### src/rtl/axi_id_remap_table.sv
// AXI ID remapper: compresses wide upstream IDs onto a small table of slots and
// restores the original ID on the response path, keeping per-ID ordering.
module axi_id_remap_table #(
  parameter int unsigned ID_IN_W  = 8,
  parameter int unsigned ID_OUT_W = 4,
  parameter int unsigned SLOTS    = 16,
  parameter int unsigned MAX_TXN  = 7
) (
  input  logic                         clk,
  input  logic                         rst,
  input  logic                         req_valid_i,
  output logic                         req_ready_o,
  input  logic [ID_IN_W-1:0]           req_id_i,
  output logic                         fwd_valid_o,
  input  logic                         fwd_ready_i,
  output logic [ID_OUT_W-1:0]          fwd_id_o,
  input  logic                         rsp_valid_i,
  output logic                         rsp_ready_o,
  input  logic [ID_OUT_W-1:0]          rsp_id_i,
  input  logic                         rsp_last_i,
  output logic                         bwd_valid_o,
  input  logic                         bwd_ready_i,
  output logic [ID_IN_W-1:0]           bwd_id_o,
  output logic [$clog2(SLOTS+1)-1:0]   free_slots_o,
  output logic                         err_o
);

  localparam int unsigned CNT_W  = $clog2(MAX_TXN + 1);
  localparam int unsigned FREE_W = $clog2(SLOTS + 1);

  logic [SLOTS-1:0]    vld_q, vld_d;
  logic [ID_IN_W-1:0]  in_id_q [SLOTS];
  logic [ID_IN_W-1:0]  in_id_d [SLOTS];
  logic [CNT_W-1:0]    cnt_q   [SLOTS];
  logic [CNT_W-1:0]    cnt_d   [SLOTS];
  logic                lock_q, lock_d;
  logic [ID_OUT_W-1:0] lock_idx_q, lock_idx_d;
  logic                err_q, err_d;
  logic [FREE_W-1:0]   free_q, free_d;

  logic                hit, has_free, sel_full, stall;
  logic [ID_OUT_W-1:0] hit_idx, free_idx, sel_idx;
  logic                accept, release_beat;
  logic                rsp_hit;
  logic [ID_IN_W-1:0]  rsp_in_id;
  logic [SLOTS-1:0]    inc_slot, dec_slot;

  // Lookup: lowest matching valid entry first, otherwise lowest free entry.
  always_comb begin
    hit      = 1'b0;
    hit_idx  = '0;
    has_free = 1'b0;
    free_idx = '0;
    for (int unsigned i = 0; i < SLOTS; i++) begin
      if (!hit && vld_q[i] && (in_id_q[i] == req_id_i)) begin
        hit     = 1'b1;
        hit_idx = ID_OUT_W'(i);
      end
      if (!has_free && !vld_q[i]) begin
        has_free = 1'b1;
        free_idx = ID_OUT_W'(i);
      end
    end
  end

  // A pending (locked) request keeps its slot so fwd_id_o is stable under backpressure.
  always_comb begin
    if (lock_q) begin
      sel_idx = lock_idx_q;
    end else if (hit) begin
      sel_idx = hit_idx;
    end else begin
      sel_idx = free_idx;
    end
    sel_full = 1'b0;
    for (int unsigned i = 0; i < SLOTS; i++) begin
      if (sel_idx == ID_OUT_W'(i)) begin
        sel_full = vld_q[i] && (cnt_q[i] == CNT_W'(MAX_TXN));
      end
    end
    stall = sel_full || (!lock_q && !hit && !has_free);
  end

  assign fwd_valid_o = req_valid_i & ~stall;
  assign req_ready_o = fwd_ready_i & ~stall;
  assign fwd_id_o    = sel_idx;
  assign accept      = req_valid_i & req_ready_o;

  // Response lookup; out-of-range IDs resolve to an invalid entry.
  always_comb begin
    rsp_hit   = 1'b0;
    rsp_in_id = '0;
    for (int unsigned i = 0; i < SLOTS; i++) begin
      if (rsp_id_i == ID_OUT_W'(i)) begin
        rsp_hit   = vld_q[i];
        rsp_in_id = in_id_q[i];
      end
    end
  end

  assign bwd_id_o     = rsp_in_id;
  assign bwd_valid_o  = rsp_valid_i & rsp_hit;
  assign rsp_ready_o  = rsp_hit ? bwd_ready_i : 1'b1;
  assign release_beat = rsp_valid_i & rsp_hit & bwd_ready_i & rsp_last_i;
  assign err_o        = err_q;
  assign free_slots_o = free_q;

  always_comb begin
    inc_slot = '0;
    dec_slot = '0;
    for (int unsigned i = 0; i < SLOTS; i++) begin
      inc_slot[i] = accept && (sel_idx == ID_OUT_W'(i));
      dec_slot[i] = release_beat && (rsp_id_i == ID_OUT_W'(i));
    end
  end

  // Table next state; simultaneous accept and release on one slot cancel out.
  always_comb begin
    vld_d   = vld_q;
    in_id_d = in_id_q;
    cnt_d   = cnt_q;
    for (int unsigned i = 0; i < SLOTS; i++) begin
      if (inc_slot[i] && !dec_slot[i]) begin
        cnt_d[i] = cnt_q[i] + CNT_W'(1);
      end else if (dec_slot[i] && !inc_slot[i]) begin
        cnt_d[i] = cnt_q[i] - CNT_W'(1);
      end
      if (inc_slot[i]) begin
        vld_d[i]   = 1'b1;
        in_id_d[i] = req_id_i;
      end else if (dec_slot[i] && (cnt_q[i] == CNT_W'(1))) begin
        vld_d[i] = 1'b0;
      end
    end
  end

  always_comb begin
    free_d = '0;
    for (int unsigned i = 0; i < SLOTS; i++) begin
      if (!vld_d[i]) begin
        free_d = free_d + FREE_W'(1);
      end
    end
  end

  always_comb begin
    lock_d     = lock_q;
    lock_idx_d = lock_idx_q;
    if (!req_valid_i || accept) begin
      lock_d = 1'b0;
    end else if (fwd_valid_o) begin
      lock_d     = 1'b1;
      lock_idx_d = sel_idx;
    end
  end

  assign err_d = err_q | (rsp_valid_i & ~rsp_hit);

  always_ff @(posedge clk) begin
    if (rst) begin
      vld_q      <= '0;
      lock_q     <= 1'b0;
      lock_idx_q <= '0;
      err_q      <= 1'b0;
      free_q     <= FREE_W'(SLOTS);
      for (int unsigned i = 0; i < SLOTS; i++) begin
        in_id_q[i] <= '0;
        cnt_q[i]   <= '0;
      end
    end else begin
      vld_q      <= vld_d;
      in_id_q    <= in_id_d;
      cnt_q      <= cnt_d;
      lock_q     <= lock_d;
      lock_idx_q <= lock_idx_d;
      err_q      <= err_d;
      free_q     <= free_d;
    end
  end

endmodule

### config.mk
export PLATFORM = sky130hd
export DESIGN_NAME = axi_id_remap_table
export DESIGN_NICKNAME = d
export VERILOG_FILES = /design/src/rtl/axi_id_remap_table.sv
export SDC_FILE = /design/constraint.sdc
export NUM_CORES = 1
export LEC_CHECK = 0
export ABC_AREA = 0
export CAP_MARGIN = 30
export CORE_MARGIN = 2
export CORE_UTILIZATION = 55
export DETAILED_ROUTE_END_ITERATION = 8
export GPL_TIMING_DRIVEN = 0
export MAX_ROUTING_LAYER = met4
export PLACE_DENSITY_LB_ADDON = 0.15
export SLEW_MARGIN = 20
export SYNTH_ARGS = -nofsm -noshare
export SYNTH_HDL_FRONTEND = slang
export SYNTH_SLANG_ARGS = --single-unit
### constraint.sdc
create_clock -name clk -period 32.7 [get_ports clk]
set_input_delay 6.54 -clock clk [delete_from_list [all_inputs] [get_ports clk]]
set_output_delay 6.54 -clock clk [all_outputs]
set_load 0.02 [all_outputs]
== Word level (Yosys, flattened, before mapping) ==
Index checks and enable logic that the tools add are counted.
Storage, ports and cells
  memory bits (read-only): 0
  memory bits (writable): 0
  word-level logic and storage cells: 612
  register bits: 203
  memories: 0
  input bits: 19
  bits in latches: 0
  output and inout port bits: 22
Cells by class
  shift operators: 0
  add/sub/neg operators: 47
  divide/modulo/power cells: 0
  $mul: 0
  mux-type cells: 193
  equality and inequality tests: 78
  magnitude comparators: 0
  bitwise operators: 11
  reduce and logical (&&, ||, !) cells: 246
Operators with widths (count)
  logical AND 1 bit: 144
  equality test 8 bit: 16
  two-way mux 8 bit: 16
  two-way mux 4 bit: 30
  two-way mux 1 bit: 100
  two-way mux 3 bit: 32
  logical NOT 1 bit: 80
  adder 5 x 1 -> 5 bit (second input constant): 15
  two-way mux 5 bit: 15
  equality test 4 bit (second input constant): 16
  adder 3 x 1 -> 3 bit (second input constant): 16
  equality test 3 x 1 -> 1 bit (second input constant): 16
  equality test 3 bit (second input constant): 16
  subtractor 3 x 1 -> 3 bit (second input constant): 16
  equality test 4 x 3 -> 1 bit (second input constant): 8
  nonzero test 2 bit: 16
  equality test 4 x 2 -> 1 bit (second input constant): 4
  equality test 4 x 1 -> 1 bit (second input constant): 2
  logical NOT 4 bit: 2
  AND 1 bit: 7
  NOT 1 bit: 3
  logical OR 1 bit: 2
  AND reduction 2 bit: 1
  OR reduction 2 bit: 1
  OR 1 bit: 1

== Longest topological paths before layout ==
  depth after elaboration: 119
  gate-level depth with buffers: 61

== Worst setup path before layout ==
No wires, ideal clock.
  path type: input-to-reg
  start: in req_id_i[6]
  end: reg free_q[4] (netlist: free_slots_o[4])
  setup time: 0.114 ns
  buffers on the path: 6
  arrival time: 16.797 ns
  cell stages on the path: 60
  path slack: 15.789 ns
  cells stage by stage: buf_2 buf_6 buf_6 xnor2_2 nand3_2 nor4_4 a41oi_2 nand3_2 and4b_1 or3_1 buf_6 inv_6 clkbuf_1 nor2_1 nand3_1 buf_1 nand2_1 ha_1 [24 not listed] ha_1 xnor2_1 a311oi_1 inv_1 ha_1 inv_1 xnor2_1 a31oi_1 o21ai_0 ha_1 mux2_2 ha_1 nand2_1 nor2_1 a221oi_2 o21bai_1 a21o_1 a21o_1
Between the ends
  longest elaborated chain between the ends: 119
RTL lines
  start: declaration: RTL line 13  | input logic [ID_IN_W-1:0] req_id_i,
  equality test 8 bit: RTL line 55  | if (!hit && vld_q[i] && (in_id_q[i] == req_id_i)) begin
  logical AND 1 bit: RTL line 55
  two-way mux 1 bit: RTL line 55
  logical NOT 1 bit: RTL line 55
  logical AND 1 bit (2 in a row): RTL line 55
  two-way mux 1 bit: RTL line 55
  logical NOT 1 bit: RTL line 55
  logical AND 1 bit (2 in a row): RTL line 55
  [55 not listed]
  via fwd_id_o[1]: RTL line 16  | output logic [ID_OUT_W-1:0] fwd_id_o,
  [23 not listed]
  via vld_d[0]: RTL line 31  | logic [SLOTS-1:0] vld_q, vld_d;
  [23 not listed]
  adder 5 x 1 -> 5 bit: RTL line 141  | free_d = free_d + FREE_W'(1);
  two-way mux 5 bit *: RTL line 140  | if (!vld_d[i]) begin
  adder 5 x 1 -> 5 bit: RTL line 141
  two-way mux 5 bit *: RTL line 140
  adder 5 x 1 -> 5 bit: RTL line 141
  two-way mux 5 bit *: RTL line 140
  adder 5 x 1 -> 5 bit: RTL line 141
  two-way mux 5 bit *: RTL line 140
  end signal: assignment: RTL line 165  | free_q <= FREE_W'(SLOTS);
  end signal: assignment: RTL line 177  | free_q <= free_d;
  end: declaration: RTL line 39  | logic [FREE_W-1:0] free_q, free_d;
The timed path passes the listed nets; every way through them passes the cells marked *.
A chain may end at the register's enable or synchronous reset.

== Final worst setup path ==
  start: in req_id_i[5]
  end: reg free_q[4] (netlist: free_slots_o[4])
Between the ends
  longest elaborated chain between the ends: 119
RTL lines (RTL line)
  equality test 8 bit: 55
  logical AND 1 bit: 55
  two-way mux 1 bit: 55
  logical NOT 1 bit: 55
  logical AND 1 bit (2 in a row): 55
  two-way mux 1 bit: 55
  logical NOT 1 bit: 55
  logical AND 1 bit (2 in a row): 55
  [78 not listed]
  via vld_d[0]: 31
  [23 not listed]
  adder 5 x 1 -> 5 bit: 141
  two-way mux 5 bit *: 140
  adder 5 x 1 -> 5 bit: 141
  two-way mux 5 bit *: 140
  adder 5 x 1 -> 5 bit: 141
  two-way mux 5 bit *: 140
  adder 5 x 1 -> 5 bit: 141
  two-way mux 5 bit *: 140
Marks and branches as above.

==> impl_metrics.toml <==
[synth]
synth_seq_cells = 203
synth_flop_cell = "dfxtp_1"
synth_edf_count = 0
synth_top_family_by_area = "simple AND/OR/NAND/NOR gates"
synthAdderAreaFrac = 0.0839
synth-simple-area-share = 0.199
syn_avg_cell_area_um2 = 8.37
synthXorXnorAreaFrac = 0.141
yosys_warnings = 0
yosysSeqAreaShare = 0.285
async_reset_ff_frac = 0
synth.cell_area_mm2 = 0.0143
syn_inst = 1704
synth_cell_type_count = 91
synthMuxAreaShare = 0.0852
synth_compound_area_frac = 0.151
syn_nets = 1817

[worst_setup_path]
cp_max_fo = 10
start_kind = "input pin"
max_stage_delay_ns = 0.64
criticalPathCategory = "in -> reg"
critPathSlowestCell = "buf_1"
regToRegEndpoint = "free_slots_o[4]$_SDFF_PP1_"
cp_common_cell = "ha_1"
cp-end-kind = "register"
arrival_ns = 19.07
r2r_start = "in_id_q[45]$_SDFFE_PP0P_"
rr_worst_depth = 57
r2r_slack_ns = 20.04
worstPathRequired_ns = 33.12
critPathLaunch = "req_id_i[5]"

[grt]
grt_pass1_vias = 12200
antenna_found_initial = 1
grt_usage = 0.337
grt_pass1_wl_mm = 68.5
grt_max_degree = 14
grt-ovfl-total = 0

[cells_and_area]
final_common_cell = "nor2_1"
final_cell_mix = "nor2_1, dfxtp_1, nand2_1"
utilization = 0.623
drive_gt1_frac = 0.0735
nets = 1880
stdcell_count = 2113
n_fill_cell = 2308
postLayoutCellArea_mm2 = 0.0158
areaGrowthSynthToFinish_pct = 10.6

[cts]
numCtsBuffers = 24
clockBufferDepth = 3
cts.htree.levels = 1
cts_tree = "yes"
cts_sinks = 203
cts.clk_slew.worst_paths_ns = 0.06
cts_root_buf = "clkbuf_16"
cts_resized = 0
postCtsSetupRepairBufs = 0
ctsHoldBuffers = 0
clk_latency_ns = 0.56

[place]
globalplace.congestion = 0.988
placed_area_mm2 = 0.0150
portBuffers = 30
place.detailed.hpwl_mm = 34.3
place_ws_ns = 13.86
dp_cells = 2069

[floorplanning]
die_area_mm2 = 0.0272
rows = 58
ios = 41
initial_utilization = 0.563
core_mm2 = 0.0253
die_w_um = 165
die_h_um = 165

[power_and_ir_drop]
p_per_area_mw_per_mm2 = 71.7
power.switching_mw = 0.457
p_total_mw = 1.13
internal_power_mw = 0.675
combPwrFrac = 0.550
p_seq_frac = 0.227
clkPwrFrac = 0.223
sw_frac_of_total = 0.404
peakVddDrop_mv = 0.143
p_leak_nw = 6.32

[timing]
min_period_ns = 18.64
layout_setup_ws_ns = 14.06
tightest_slew_ns = 1.01
setup_tns_ns = 0
drv_slew = 0
fmax_ghz = 0.0536
fin_crit_sh = 0.570
finalClockSkew_ns = 0.0397
finalHoldViolCount = 0
finalSetupViolCount = 0
slew_headroom = 0.323
whs_ns = 0.490
rsz0062_at_grt = "false"

[route]
antenna_left = 0
drt_iter0_markers = 1251
post-route-drc-count = 0
wl_per_cell_um = 21.0
dr.pass1.iters = 5
wl_mm = 44.4
routed_via_density = 6.05
vias = 12800

[worst_hold_path]
holdPathEnd = "err_o$_SDFF_PP0_"
holdCritStartpoint = "err_o$_SDFF_PP0_"
min_path_type = "reg -> reg"
hold_depth = 2

[flow_run]
maxCapViolCount = 0

[outcome]
outcome = "finished clean"
cell type report:
type                    instances  area, µm²  area share
clock inverters                 7       62.6     0.00396
clock buffers                  34        668      0.0423
diodes                          1       2.50    0.000159
plain buffers                  92        512      0.0324
repair buffers                 37        353      0.0224
well taps                     330        413      0.0262
multi-input cells            1337       9430       0.597
flip-flops and latches        203       4060       0.258
inverters                      72        277      0.0175
worst max path at each step:
stage | end | slack (ns) | depth (start not counted)
floorplan | free_slots_o[4]$_SDFF_PP1_ | 15.79 | 60
global placement | free_slots_o[4]$_SDFF_PP1_ | 14.08 | 59
detailed placement | free_slots_o[4]$_SDFF_PP1_ | 13.86 | 59
CTS | free_slots_o[4]$_SDFF_PP1_ | 14.31 | 59
global route | free_slots_o[4]$_SDFF_PP1_ | 13.47 | 59
finish | free_slots_o[4]$_SDFF_PP1_ | 14.06 | 59
sequential cells by signal (all words and copies together), names as in the netlist:
| register | flops |
|---|---|
| lock_idx_q | 4 |
| cnt_q | 48 |
| err_o | 1 |
| free_slots_o | 5 |
| lock_q | 1 |
| vld_q | 16 |
| in_id_q | 128 |
kinds of logic (layout without fill, tap and decap cells):
logic type / count (synthesis) / after routing
buf+inv: 164 / 242
flops: 203 / 203
other cells: 0 / 1
simple gates: 608 / 608
fa+ha+maj: 96 / 96
xor+xnor: 216 / 216
mux: 111 / 111
compound gates: 306 / 306
power groups by stage:
stage	clock, mW	combinational, mW	sequential (mW)
6_report	0.252	0.623	0.257
5_1_grt	0.264	0.693	0.258
4_1_cts	0.255	0.621	0.257
3_5_place_dp	0	0.617	0.263
3_3_place_gp	0	0.600	0.263
2_1_floorplan	0	0.515	0.265
synth_stat cells, types with 4 or more instances:
cell type	n	area share
nor4_1	11	0.0048
o31ai_1	4	0.0021
o211ai_1	4	0.0021
nand4_1	33	0.014
xnor2_1	114	0.070
clkbuf_1	53	0.014
nor3_1	20	0.0070
ha_1	94	0.082
a21oi_1	76	0.027
nand4b_1	7	0.0043
a211o_1	4	0.0025
clkinv_1	5	0.0013
buf_1	5	0.0013
mux2i_1	100	0.070
dfxtp_1	203	0.28
nor2b_1	23	0.010
a211oi_1	9	0.0047
and3_1	11	0.0048
nand2_1	171	0.045
or2_2	6	0.0026
buf_2	13	0.0046
inv_1	65	0.017
a31oi_1	11	0.0048
a22o_1	23	0.014
o21ai_0	65	0.023
mux4_2	8	0.013
a21o_1	7	0.0037
a31o_2	4	0.0025
nand3_1	33	0.012
a22oi_1	20	0.011
buf_6	19	0.015
a221oi_1	23	0.014
a21boi_0	6	0.0032
nor3b_1	5	0.0026
nand2b_1	17	0.0075
o31a_1	4	0.0025
xor2_1	93	0.057
and2_1	10	0.0044
nor2_1	237	0.062
or3_1	5	0.0022
critical path: cells and delay by family:
family	cells	cell delay, ns
AND/OR/NAND/NOR	14	2.81
buffers and inverters	13	2.53
AO/OA/AOI/OAI	15	2.93
XOR/XNOR	8	1.44
adder cells (fa/ha/maj)	9	2.80
metal layers:
layer  track usage  routed length (µm)  vias up
met5             -                   0        -
met3        0.0352                2830      123
met4         0.132                1940        0
li1              -                   -     6051
met1         0.413               18300     6081
met2         0.571               21300      521
No activity file was read; power rests on OpenSTA's default activity.
